[config.mk]
export PLATFORM = sky130hd
export DESIGN_NAME = riscv_prefetch_buffer
export DESIGN_NICKNAME = d
export VERILOG_FILES = /design/src/rtl/riscv_prefetch_buffer.sv
export SDC_FILE = /design/constraint.sdc
export NUM_CORES = 1
export LEC_CHECK = 0
export CAP_MARGIN = 20
export CORE_MARGIN = 4
export CORE_UTILIZATION = 43
export DETAILED_ROUTE_END_ITERATION = 10
export GPL_TIMING_DRIVEN = 0
export PLACE_DENSITY = 0.65
export SLEW_MARGIN = 10
export SYNTH_ARGS = -nofsm -noshare
export SYNTH_HDL_FRONTEND = slang
export SYNTH_HIERARCHICAL = 1
export SYNTH_SLANG_ARGS = --single-unit
[constraint.sdc]
create_clock -name i_clk -period 5 [get_ports i_clk]
set_input_delay 1 -clock i_clk [delete_from_list [all_inputs] [get_ports i_clk]]
set_output_delay 1 -clock i_clk [all_outputs]
set_load 0.1 [all_outputs]
[src/rtl/riscv_prefetch_buffer.sv]
// fifo: generic synchronous FIFO with flush; head is presented straight from storage.
// Latency: a push is visible at the head one cycle later; pop takes effect at the next edge.
// Backpressure: none internally; the caller must not push when full or pop when empty.
module fifo #(
    parameter int WIDTH = 32,
    parameter int DEPTH = 4
) (
    input  logic                     clk,
    input  logic                     rst,
    input  logic                     flush,
    input  logic                     push,
    input  logic [WIDTH-1:0]         push_dat,
    input  logic                     pop,
    output logic                     head_vld,
    output logic [WIDTH-1:0]         head_dat,
    output logic [$clog2(DEPTH):0]   count
);
    localparam int AW = $clog2(DEPTH);
    localparam int CW = AW + 1;

    logic [WIDTH-1:0] mem [DEPTH];
    logic [AW-1:0]    wr_ptr;
    logic [AW-1:0]    rd_ptr;

    always_ff @(posedge clk) begin
        if (rst || flush) begin
            wr_ptr <= '0;
            rd_ptr <= '0;
            count  <= '0;
        end else begin
            if (push) wr_ptr <= wr_ptr + AW'(1);
            if (pop)  rd_ptr <= rd_ptr + AW'(1);
            count <= count + CW'(push) - CW'(pop);
        end
    end

    always_ff @(posedge clk) begin
        if (push) mem[wr_ptr] <= push_dat;
    end

    assign head_vld = (count != '0);
    assign head_dat = mem[rd_ptr];
endmodule

// riscv_prefetch_buffer: owns the fetch PC, issues in-order word reads and buffers returned instructions.
// Latency: response in cycle N+L is presented at the head in N+L+1; redirect empties the head next cycle.
// Backpressure: requests stop when buffered + in-flight reaches DEPTH; responses are never back-pressured.
module riscv_prefetch_buffer #(
    parameter int              XLEN     = 32,
    parameter int              DEPTH    = 4,
    parameter logic [XLEN-1:0] RESET_PC = '0
) (
    input  logic            i_clk,
    input  logic            i_rst,
    output logic            o_imem_req_valid,
    input  logic            i_imem_req_ready,
    output logic [XLEN-1:0] o_imem_req_addr,
    input  logic            i_imem_rsp_valid,
    input  logic [XLEN-1:0] i_imem_rsp_data,
    output logic            o_instr_valid_f,
    output logic [XLEN-1:0] o_instr_f,
    output logic [XLEN-1:0] o_pc_f,
    output logic [XLEN-1:0] o_pc_plus_4_f,
    input  logic            i_stall_f,
    input  logic            i_redirect_e,
    input  logic [XLEN-1:0] i_redirect_pc_e
);
    localparam int              CW  = $clog2(DEPTH) + 1;
    localparam logic [XLEN-1:0] NOP = XLEN'(32'h0000_0013);

    typedef struct packed {
        logic [XLEN-1:0] instr;
        logic [XLEN-1:0] pc;
    } entry_t;

    logic [XLEN-1:0] req_pc;
    logic [XLEN-1:0] rsp_pc;
    logic [CW-1:0]   outstanding;
    logic [CW-1:0]   discard;
    logic [CW-1:0]   fifo_count;
    logic [CW:0]     credit_used;
    logic [XLEN-1:0] redirect_pc;
    logic            req_acc;
    logic            push;
    logic            pop;
    logic            head_vld;
    entry_t          head;
    entry_t          push_entry;
    logic            unused_pc_bits;

    assign unused_pc_bits = ^i_redirect_pc_e[1:0];
    assign redirect_pc    = {i_redirect_pc_e[XLEN-1:2], 2'b00};

    assign credit_used      = {1'b0, fifo_count} + {1'b0, outstanding};
    assign o_imem_req_valid = !i_rst && !i_redirect_e && (credit_used < (CW+1)'(DEPTH));
    assign o_imem_req_addr  = req_pc;
    assign req_acc          = o_imem_req_valid && i_imem_req_ready;

    assign push       = i_imem_rsp_valid && (discard == '0) && !i_redirect_e;
    assign pop        = head_vld && !i_stall_f && !i_redirect_e;
    assign push_entry = '{instr: i_imem_rsp_data, pc: rsp_pc};

    fifo #(
        .WIDTH ($bits(entry_t)),
        .DEPTH (DEPTH)
    ) u_fifo (
        .clk      (i_clk),
        .rst      (i_rst),
        .flush    (i_redirect_e),
        .push     (push),
        .push_dat (push_entry),
        .pop      (pop),
        .head_vld (head_vld),
        .head_dat (head),
        .count    (fifo_count)
    );

    always_ff @(posedge i_clk) begin
        if (i_rst) begin
            req_pc      <= RESET_PC;
            rsp_pc      <= RESET_PC;
            outstanding <= '0;
            discard     <= '0;
        end else begin
            outstanding <= outstanding + CW'(req_acc) - CW'(i_imem_rsp_valid);
            if (i_redirect_e) begin
                req_pc  <= redirect_pc;
                rsp_pc  <= redirect_pc;
                // Every request still in flight belongs to the abandoned stream,
                // including those already marked for discard.
                discard <= outstanding - CW'(i_imem_rsp_valid);
            end else begin
                if (req_acc) req_pc <= req_pc + XLEN'(4);
                if (i_imem_rsp_valid) begin
                    if (discard != '0) discard <= discard - CW'(1);
                    else               rsp_pc  <= rsp_pc + XLEN'(4);
                end
            end
        end
    end

    assign o_instr_valid_f = head_vld;
    assign o_instr_f       = head_vld ? head.instr : NOP;
    assign o_pc_f          = head_vld ? head.pc : '0;
    assign o_pc_plus_4_f   = head_vld ? head.pc + XLEN'(4) : '0;
endmodule
==> results of run 1 <==
-- how the worst max path moves through the flow --
stage                 startpoint           endpoint  slack, ps  depth (start not counted)
finish                 flip-flop  o_pc_plus_4_f[14]        140                          9
global route           flip-flop  o_pc_plus_4_f[14]         20                          9
CTS                    flip-flop  o_pc_plus_4_f[30]          5                         11
detailed placement     flip-flop  o_pc_plus_4_f[30]       -240                         11
global placement    i_redirect_e  u_fifo/mem[0][37]       -860                          6
floorplan              flip-flop   o_pc_plus_4_f[7]        250                          5
-- sequential cells by signal (all words and copies together), names as in the netlist, named ones only --
signal,count
rsp_pc,30
o_imem_req_addr,30
u_fifo/rd_ptr,2
discard,3
u_fifo/wr_ptr,2
outstanding,3
u_fifo/count,3
u_fifo/mem,256
-- report_power, final --
group | internal, uW | switching, uW | total [uW]
Sequential | 3060 | 82.8 | 3140
Clock | 1480 | 992 | 2480
Combinational | 295 | 677 | 971
-- timing repair --
item,4_1_cts,5_1_grt
hold buffers,0,0
hold endpoints to repair,0,0
gates resized for setup,49,6
endpoints found under the setup margin,16,7
-- final cells by class --
class | instances | area [um^2]
clock buffers | 52 | 1075
flip-flops and latches | 331 | 9189
plain buffers | 56 | 360.3
fillers | 2814 | 15210
clock inverters | 9 | 42.54
well taps | 448 | 560.5
repair buffers | 201 | 2024
multi-input cells | 617 | 5080
inverters | 43 | 161.4
-- critical path, delay by kind of cell, from the launching register on --
| family | cells | cell delay [ps] |
|---|---|---|
| buffers and inverters | 3 | 1560 |
| AND/OR/NAND/NOR | 4 | 740 |
| multiplexers | 1 | 610 |
| flip-flops | 1 | 320 |
| XOR/XNOR | 1 | 110 |
-- metal layers --
| layer | track usage | wire length (um) |
|---|---|---|
| met5 | 0 | 0 |
| met4 | 0.03758 | 444 |
| met3 | 0.03295 | 2585 |
| met2 | 0.2904 | 15790 |
| met1 | 0.2655 | 15570 |
-- logic make-up (layout without fill, tap and decap cells) --
| group | count (synthesis) | in the layout |
|---|---|---|
| AND/OR/NAND/NOR | 336 | 336 |
| flip-flops | 331 | 331 |
| AO/OA/AOI/OAI | 114 | 114 |
| buffers and inverters | 99 | 361 |
| XOR/XNOR | 69 | 69 |
| multiplexers | 69 | 69 |
| adder cells (fa/ha/maj) | 19 | 19 |
| other | 1 | 10 |
-- placed cells by master (no fill, tap or decap), types with 10 or more instances in the layout --
cell type	n
clkbuf_16	38
nor2_1	43
clkbuf_1	39
mux4_2	60
inv_1	42
buf_2	11
nand3_1	28
and2_1	84
nand2_1	46
a21boi_0	25
xnor2_1	43
and4_1	11
xor2_1	25
ha_1	16
or3_1	12
conb_1	10
nor3_1	19
nor4_1	10
dfxtp_1	75
clkdlybuf4s50_1	178
nand4_1	32
o21ai_0	10
a21oi_1	30
edfxtp_1	256
a211oi_1	12
and3_1	14
-- through the flow --
| stage | TNS (ps) | setup slack (ps) |
|---|---|---|
| global route | 0 | 22.70 |
| finish | 0 | 143.6 |
| detailed placement | -1398 | -236.9 |
| CTS | 0 | 5.384 |
| floorplan | 0 | 254.4 |
| global placement | -219500 | -862.7 |
==> flow_metrics.py, run 1 <==
metrics = {
    "critical_path": {
        "crit_path_end_kind": "output pin",
        "r2r_end": "u_fifo/count[2]",
        "crit_chain": "buf_6 > buf_12 > mux4_2 > and4_1 > and3_1 > and3_1 > xor2_1 > and2_1 > clkdlybuf4s50_1",
        "cp.arrival_ps": 3860,
        "slowest_stage": "clkdlybuf4s50_1",
        "r2r_start": "u_fifo/count[1]",
        "cp-start-kind": "flip-flop",
        "r2r_slack_ps": 1800,
        "critPathKind": "reg -> out",
        "required_ps": 4000,
        "path_common_cell": "and3_1",
        "slowest_delay_ps": 1140,
        "crit_fanout": 10,
        "reg2reg_depth": 9,
    },
    "logic_synthesis": {
        "synth_edf_count": 256,
        "ys_types": 60,
        "synth_compound_area_frac": 0.05146,
        "synth_top_area_share": 0.5218,
        "synth_commonest_cells": "256 x edfxtp_1, 88 x and2_1, 75 x dfxtp_1",
        "ys_warn_count": 6,
        "postSynthCellCount": 1038,
        "synth-async-reset-ratio": 0,
        "ys.flop_type": "edfxtp_1",
        "synthMuxAreaShare": 0.1024,
        "netlist_area_mm2": 0.01473,
        "synth_area_leader_cell": "edfxtp_1",
        "synth.most_common_cell": "edfxtp_1",
        "synth_top_family_by_area": "simple AND/OR/NAND/NOR gates",
        "synth-seq-cells": 331,
        "synth_simple_gate_area_frac": 0.1279,
        "synth_area_leaders": "edfxtp_1 52%, dfxtp_1 10%, mux4_2 9.2%",
        "syn_avg_cell_area_um2": 14.19,
        "synth_fa_ha_area_frac": 0.01715,
        "synth_seq_area_share": 0.6237,
        "synth-xor-area-share": 0.04204,
    },
    "grt": {
        "grt_first_pass_wirelength_mm": 53.16,
        "grt_pass1_vias": 9368,
        "antenna_found_initial": 0,
        "grt_max_degree": 53,
        "grt.overflow.total": 0,
        "grt_util_all_layers": 0.1821,
    },
    "sta": {
        "finalCritPeriodShare": 0.9713,
        "finalCriticalPeriod_ps": 4856,
        "clock_skew_ps": 13.53,
        "max_freq_ghz": 0.2059,
        "setup_viol": 0,
        "hold_violations": 0,
        "grt_setup_unrepaired": "false",
        "final_max_slew_viol_count": 0,
        "holdWs_ps": 540.0,
        "relSlewSlack": 0.3028,
        "worst_pin_slew_ps": 1043,
    },
    "outcome": {
        "status": "finished clean",
    },
    "route": {
        "dr.first_iter.drc_count": 605,
        "first_pass_iters": 6,
        "routed_wl_mm": 34.39,
        "via_per_inst": 5.317,
        "route.detailed.wl_per_inst_um": 19.57,
        "drc": 0,
        "detail-route-antenna-nets": 0,
        "num_vias": 9342,
    },
    "min_path": {
        "hold_end": "u_fifo/rd_ptr[1]",
        "hold_path_startpoint": "u_fifo/rd_ptr[1]",
        "min_path_cells": 2,
        "hold_class": "reg -> reg",
    },
    "final_layout": {
        "area_delta_synth_final_pct": 25.52,
        "final_area_mm2": 0.01849,
        "final_core_util": 0.5487,
        "drive_gt1_frac": 0.1268,
        "antenna_cells": 0,
        "fin_cells": 1757,
        "fin_nets": 1375,
    },
    "clock_tree": {
        "cts_root_buffer": "clkbuf_16",
        "path_clk_slew_ps": 60,
        "tritoncts": "done",
        "post-cts-setup-buffers": 0,
        "h-tree-depth": 2,
        "clock-sinks": 331,
        "clockBufferDepth": 3,
        "cts_buffers": 36,
        "clkLatencyLatePin_ps": 490,
    },
    "floorplanning": {
        "die-area_mm2": 0.03729,
        "die_w_um": 193.1,
        "dieHeight_um": 193.1,
        "io_pins": 200,
        "core_area_mm2": 0.03370,
        "fp-row-count": 67,
        "initial_core_util": 0.4372,
    },
    "placed_design": {
        "place_area_mm2": 0.01741,
        "dp_hpwl_mm": 23.95,
        "placedCellCount": 1696,
        "io_buffers": 195,
        "gp_congestion": 0.8849,
    },
    "power_and_ir_drop": {
        "peakVddDrop_mv": 0.2240,
        "power_uw": 6591,
        "power_density_mw_per_mm2": 356.4,
        "leakage_uw": 0.006149,
    },
    "flow_run": {
        "drv_cap": 0,
    },
}
Note: power is estimated with default switching activity, not from simulation.
==> inputs of run 2 (changes only) <==
- PLACE_DENSITY: 0.65 -> 0.68
- SETUP_SLACK_MARGIN: not set -> 0.1
==> run 2 against run 1 <==
Net effect: setup slack better by 150 ps; final cell count is 0.11% higher; hold slack better by 5.7 ps; die area stayed put; utilization is 0.089 points lower; sequential cell count stayed put; fmax is 3.2% higher; first-iteration DRC count is 4.1% lower; global-route usage is 0.057 points higher; routed wire length is 0.25% lower; sequential share of layout area is 0.081 points higher; clock-buffer cell count is 4 lower.
==> flow_metrics.py, run 2 (synthesis gave the netlist of run 1 again) <==
metrics = {
    "route": {
        "dr.first_iter.drc_count": 580,
        "drc": 0,
        "route.detailed.wl_per_inst_um": 19.50,
        "detail-route-antenna-nets": 0,
        "via_per_inst": 5.307,
        "num_vias": 9335,
        "first_pass_iters": 5,
        "routed_wl_mm": 34.30,
    },
    "floorplanning": {
        "die_w_um": 193.1,
        "dieHeight_um": 193.1,
        "initial_core_util": 0.4372,
        "core_area_mm2": 0.03370,
        "fp-row-count": 67,
        "io_pins": 200,
        "die-area_mm2": 0.03729,
    },
    "placed_design": {
        "dp_hpwl_mm": 24.03,
        "gp_congestion": 0.9035,
        "io_buffers": 195,
        "placedCellCount": 1695,
    },
    "grt": {
        "grt_first_pass_wirelength_mm": 53.19,
        "grt.overflow.total": 0,
        "grt_max_degree": 48,
        "grt_util_all_layers": 0.1826,
        "grt_pass1_vias": 9364,
        "antenna_found_initial": 0,
    },
    "clock_tree": {
        "path_clk_slew_ps": 60,
        "ctsHoldBuffers": 0,
        "cts_buffers": 35,
        "clockBufferDepth": 3,
        "clkLatencyLatePin_ps": 510,
        "clock-sinks": 331,
        "h-tree-depth": 2,
        "post-cts-setup-buffers": 0,
        "tritoncts": "done",
        "cts_resized": 68,
        "cts_root_buffer": "clkbuf_16",
    },
    "min_path": {
        "hold_class": "reg -> reg",
        "hold_path_startpoint": "rsp_pc[17]",
        "hold_end": "u_fifo/mem[2][17]",
        "min_path_cells": 0,
    },
    "power_and_ir_drop": {
        "clkPwrFrac": 0.376,
        "power_density_mw_per_mm2": 356.9,
        "leakage_uw": 0.006305,
        "power_uw": 6589,
        "peakVddDrop_mv": 0.2052,
        "p_switching_uw": 1766,
        "p_seq_frac": 0.477,
        "power_switching_share": 0.2680,
        "comb_power_share": 0.146,
        "power.internal_uw": 4823,
    },
    "critical_path": {
        "crit_chain": "clkbuf_4 > buf_4 > mux4_2 > ha_2 > inv_1 > or4_1 > clkbuf_2 > nor2_1 > and3_1 > mux2_2 > buf_2",
        "cp.arrival_ps": 3710,
        "r2r_end": "u_fifo/count[2]",
        "critical_path.top_delay_family": "buffers and inverters",
        "reg2reg_depth": 9,
        "crit_path_end_kind": "output pin",
        "critPathBufInv": 5,
        "r2r_start": "u_fifo/count[1]",
        "r2r_slack_ps": 1790,
        "required_ps": 4000,
        "slowest_delay_ps": 580,
        "critPathKind": "reg -> out",
        "cp-start-kind": "flip-flop",
        "crit_fanout": 10,
        "slowest_stage": "or4_1",
    },
    "final_layout": {
        "area_delta_synth_final_pct": 25.32,
        "fin_cells": 1759,
        "drive_gt1_frac": 0.1266,
        "fin_nets": 1374,
        "fill_cells": 2796,
        "layout.cells.most_common_list": "256 x edfxtp_1, 153 x clkdlybuf4s50_1, 84 x and2_1",
        "antenna_cells": 0,
        "final_core_util": 0.5479,
        "largest_reg_flops": 256,
        "largest_register": "u_fifo/mem",
        "final_common_cell": "edfxtp_1",
    },
    "sta": {
        "grt_setup_unrepaired": "false",
        "max_freq_ghz": 0.2125,
        "worst_pin_slew_ps": 1076,
        "finalCriticalPeriod_ps": 4706,
        "finalCritPeriodShare": 0.9412,
        "clock_skew_ps": 10.77,
        "hold_violations": 0,
        "final_max_slew_viol_count": 0,
        "holdWs_ps": 545.7,
        "relSlewSlack": 0.2855,
        "setup_viol": 0,
    },
    "flow_run": {
        "drv_cap": 0,
    },
    "outcome": {
        "status": "finished clean",
    },
}
[run 2: cell types whose count changed in the layout (fill, tap and decap cells not counted), moves of 2 or more]
cell / previous run / this run
bufinv_16: 0 / 2
clkbuf_2: 2 / 5
buf_12: 8 / 6
dlygate4sd2_1: 7 / 26
clkdlybuf4s50_1: 178 / 153
clkbuf_1: 39 / 42
buf_4: 8 / 6
dlymetal6s2s_1: 1 / 5
buf_16: 2 / 4
buf_2: 11 / 13
clkbuf_8: 7 / 1
[run 2: per-layer routing]
metal,global-route usage,vias to the layer above,wire [um]
met4,0.04248,0,530
met5,0,-,0
met1,0.2656,4593,15520
li1,-,4405,-
met2,0.2897,293,15860
met3,0.03295,44,2386
[run 2: worst max-delay path by stage]
stage	start	endpoint	slack [ps]	cells after the start
6_report	flip-flop	o_pc_plus_4_f[30]	290	11
5_1_grt	u_fifo/count[1]	o_pc_f[22]	100	5
4_1_cts	flip-flop	o_pc_plus_4_f[24]	110	11
3_5_place_dp	flip-flop	o_pc_plus_4_f[18]	-210	10
3_3_place_gp	i_redirect_e	u_fifo/mem[3][42]	-860	6
2_1_floorplan	flip-flop	o_pc_plus_4_f[7]	250	5
[run 2: power groups by stage]
stage | clock (uW) | combinational, uW | sequential (uW)
2_1_floorplan | 0 | 582 | 3290
6_report | 2480 | 965 | 3140
3_3_place_gp | 0 | 966 | 3200
3_5_place_dp | 0 | 981 | 3200
4_1_cts | 2550 | 974 | 3140
5_1_grt | 2670 | 1020 | 3160
[run 2: cell type report]
class / count / area [um^2] / area share
buffer: 56 / 361.6 / 0.01959
clock buffer: 48 / 977.2 / 0.05293
clock inverter: 15 / 127.6 / 0.006912
inverter: 43 / 161.4 / 0.008742
multi-input combinational: 617 / 5080 / 0.2751
sequential: 331 / 9189 / 0.4977
tap: 448 / 560.5 / 0.03036
timing repair buffer: 201 / 2006 / 0.1086
[run 2: metrics by stage]
step           TNS, ps  cell area [um^2]  worst slack (ps)
2_1_floorplan        0             14770             254.4
4_1_cts              0             18460             106.7
6_report             0             18460             293.8
3_3_place_gp   -220760             17280            -860.7
5_1_grt              0             18460             100.5
3_5_place_dp     -1229             17410            -211.3
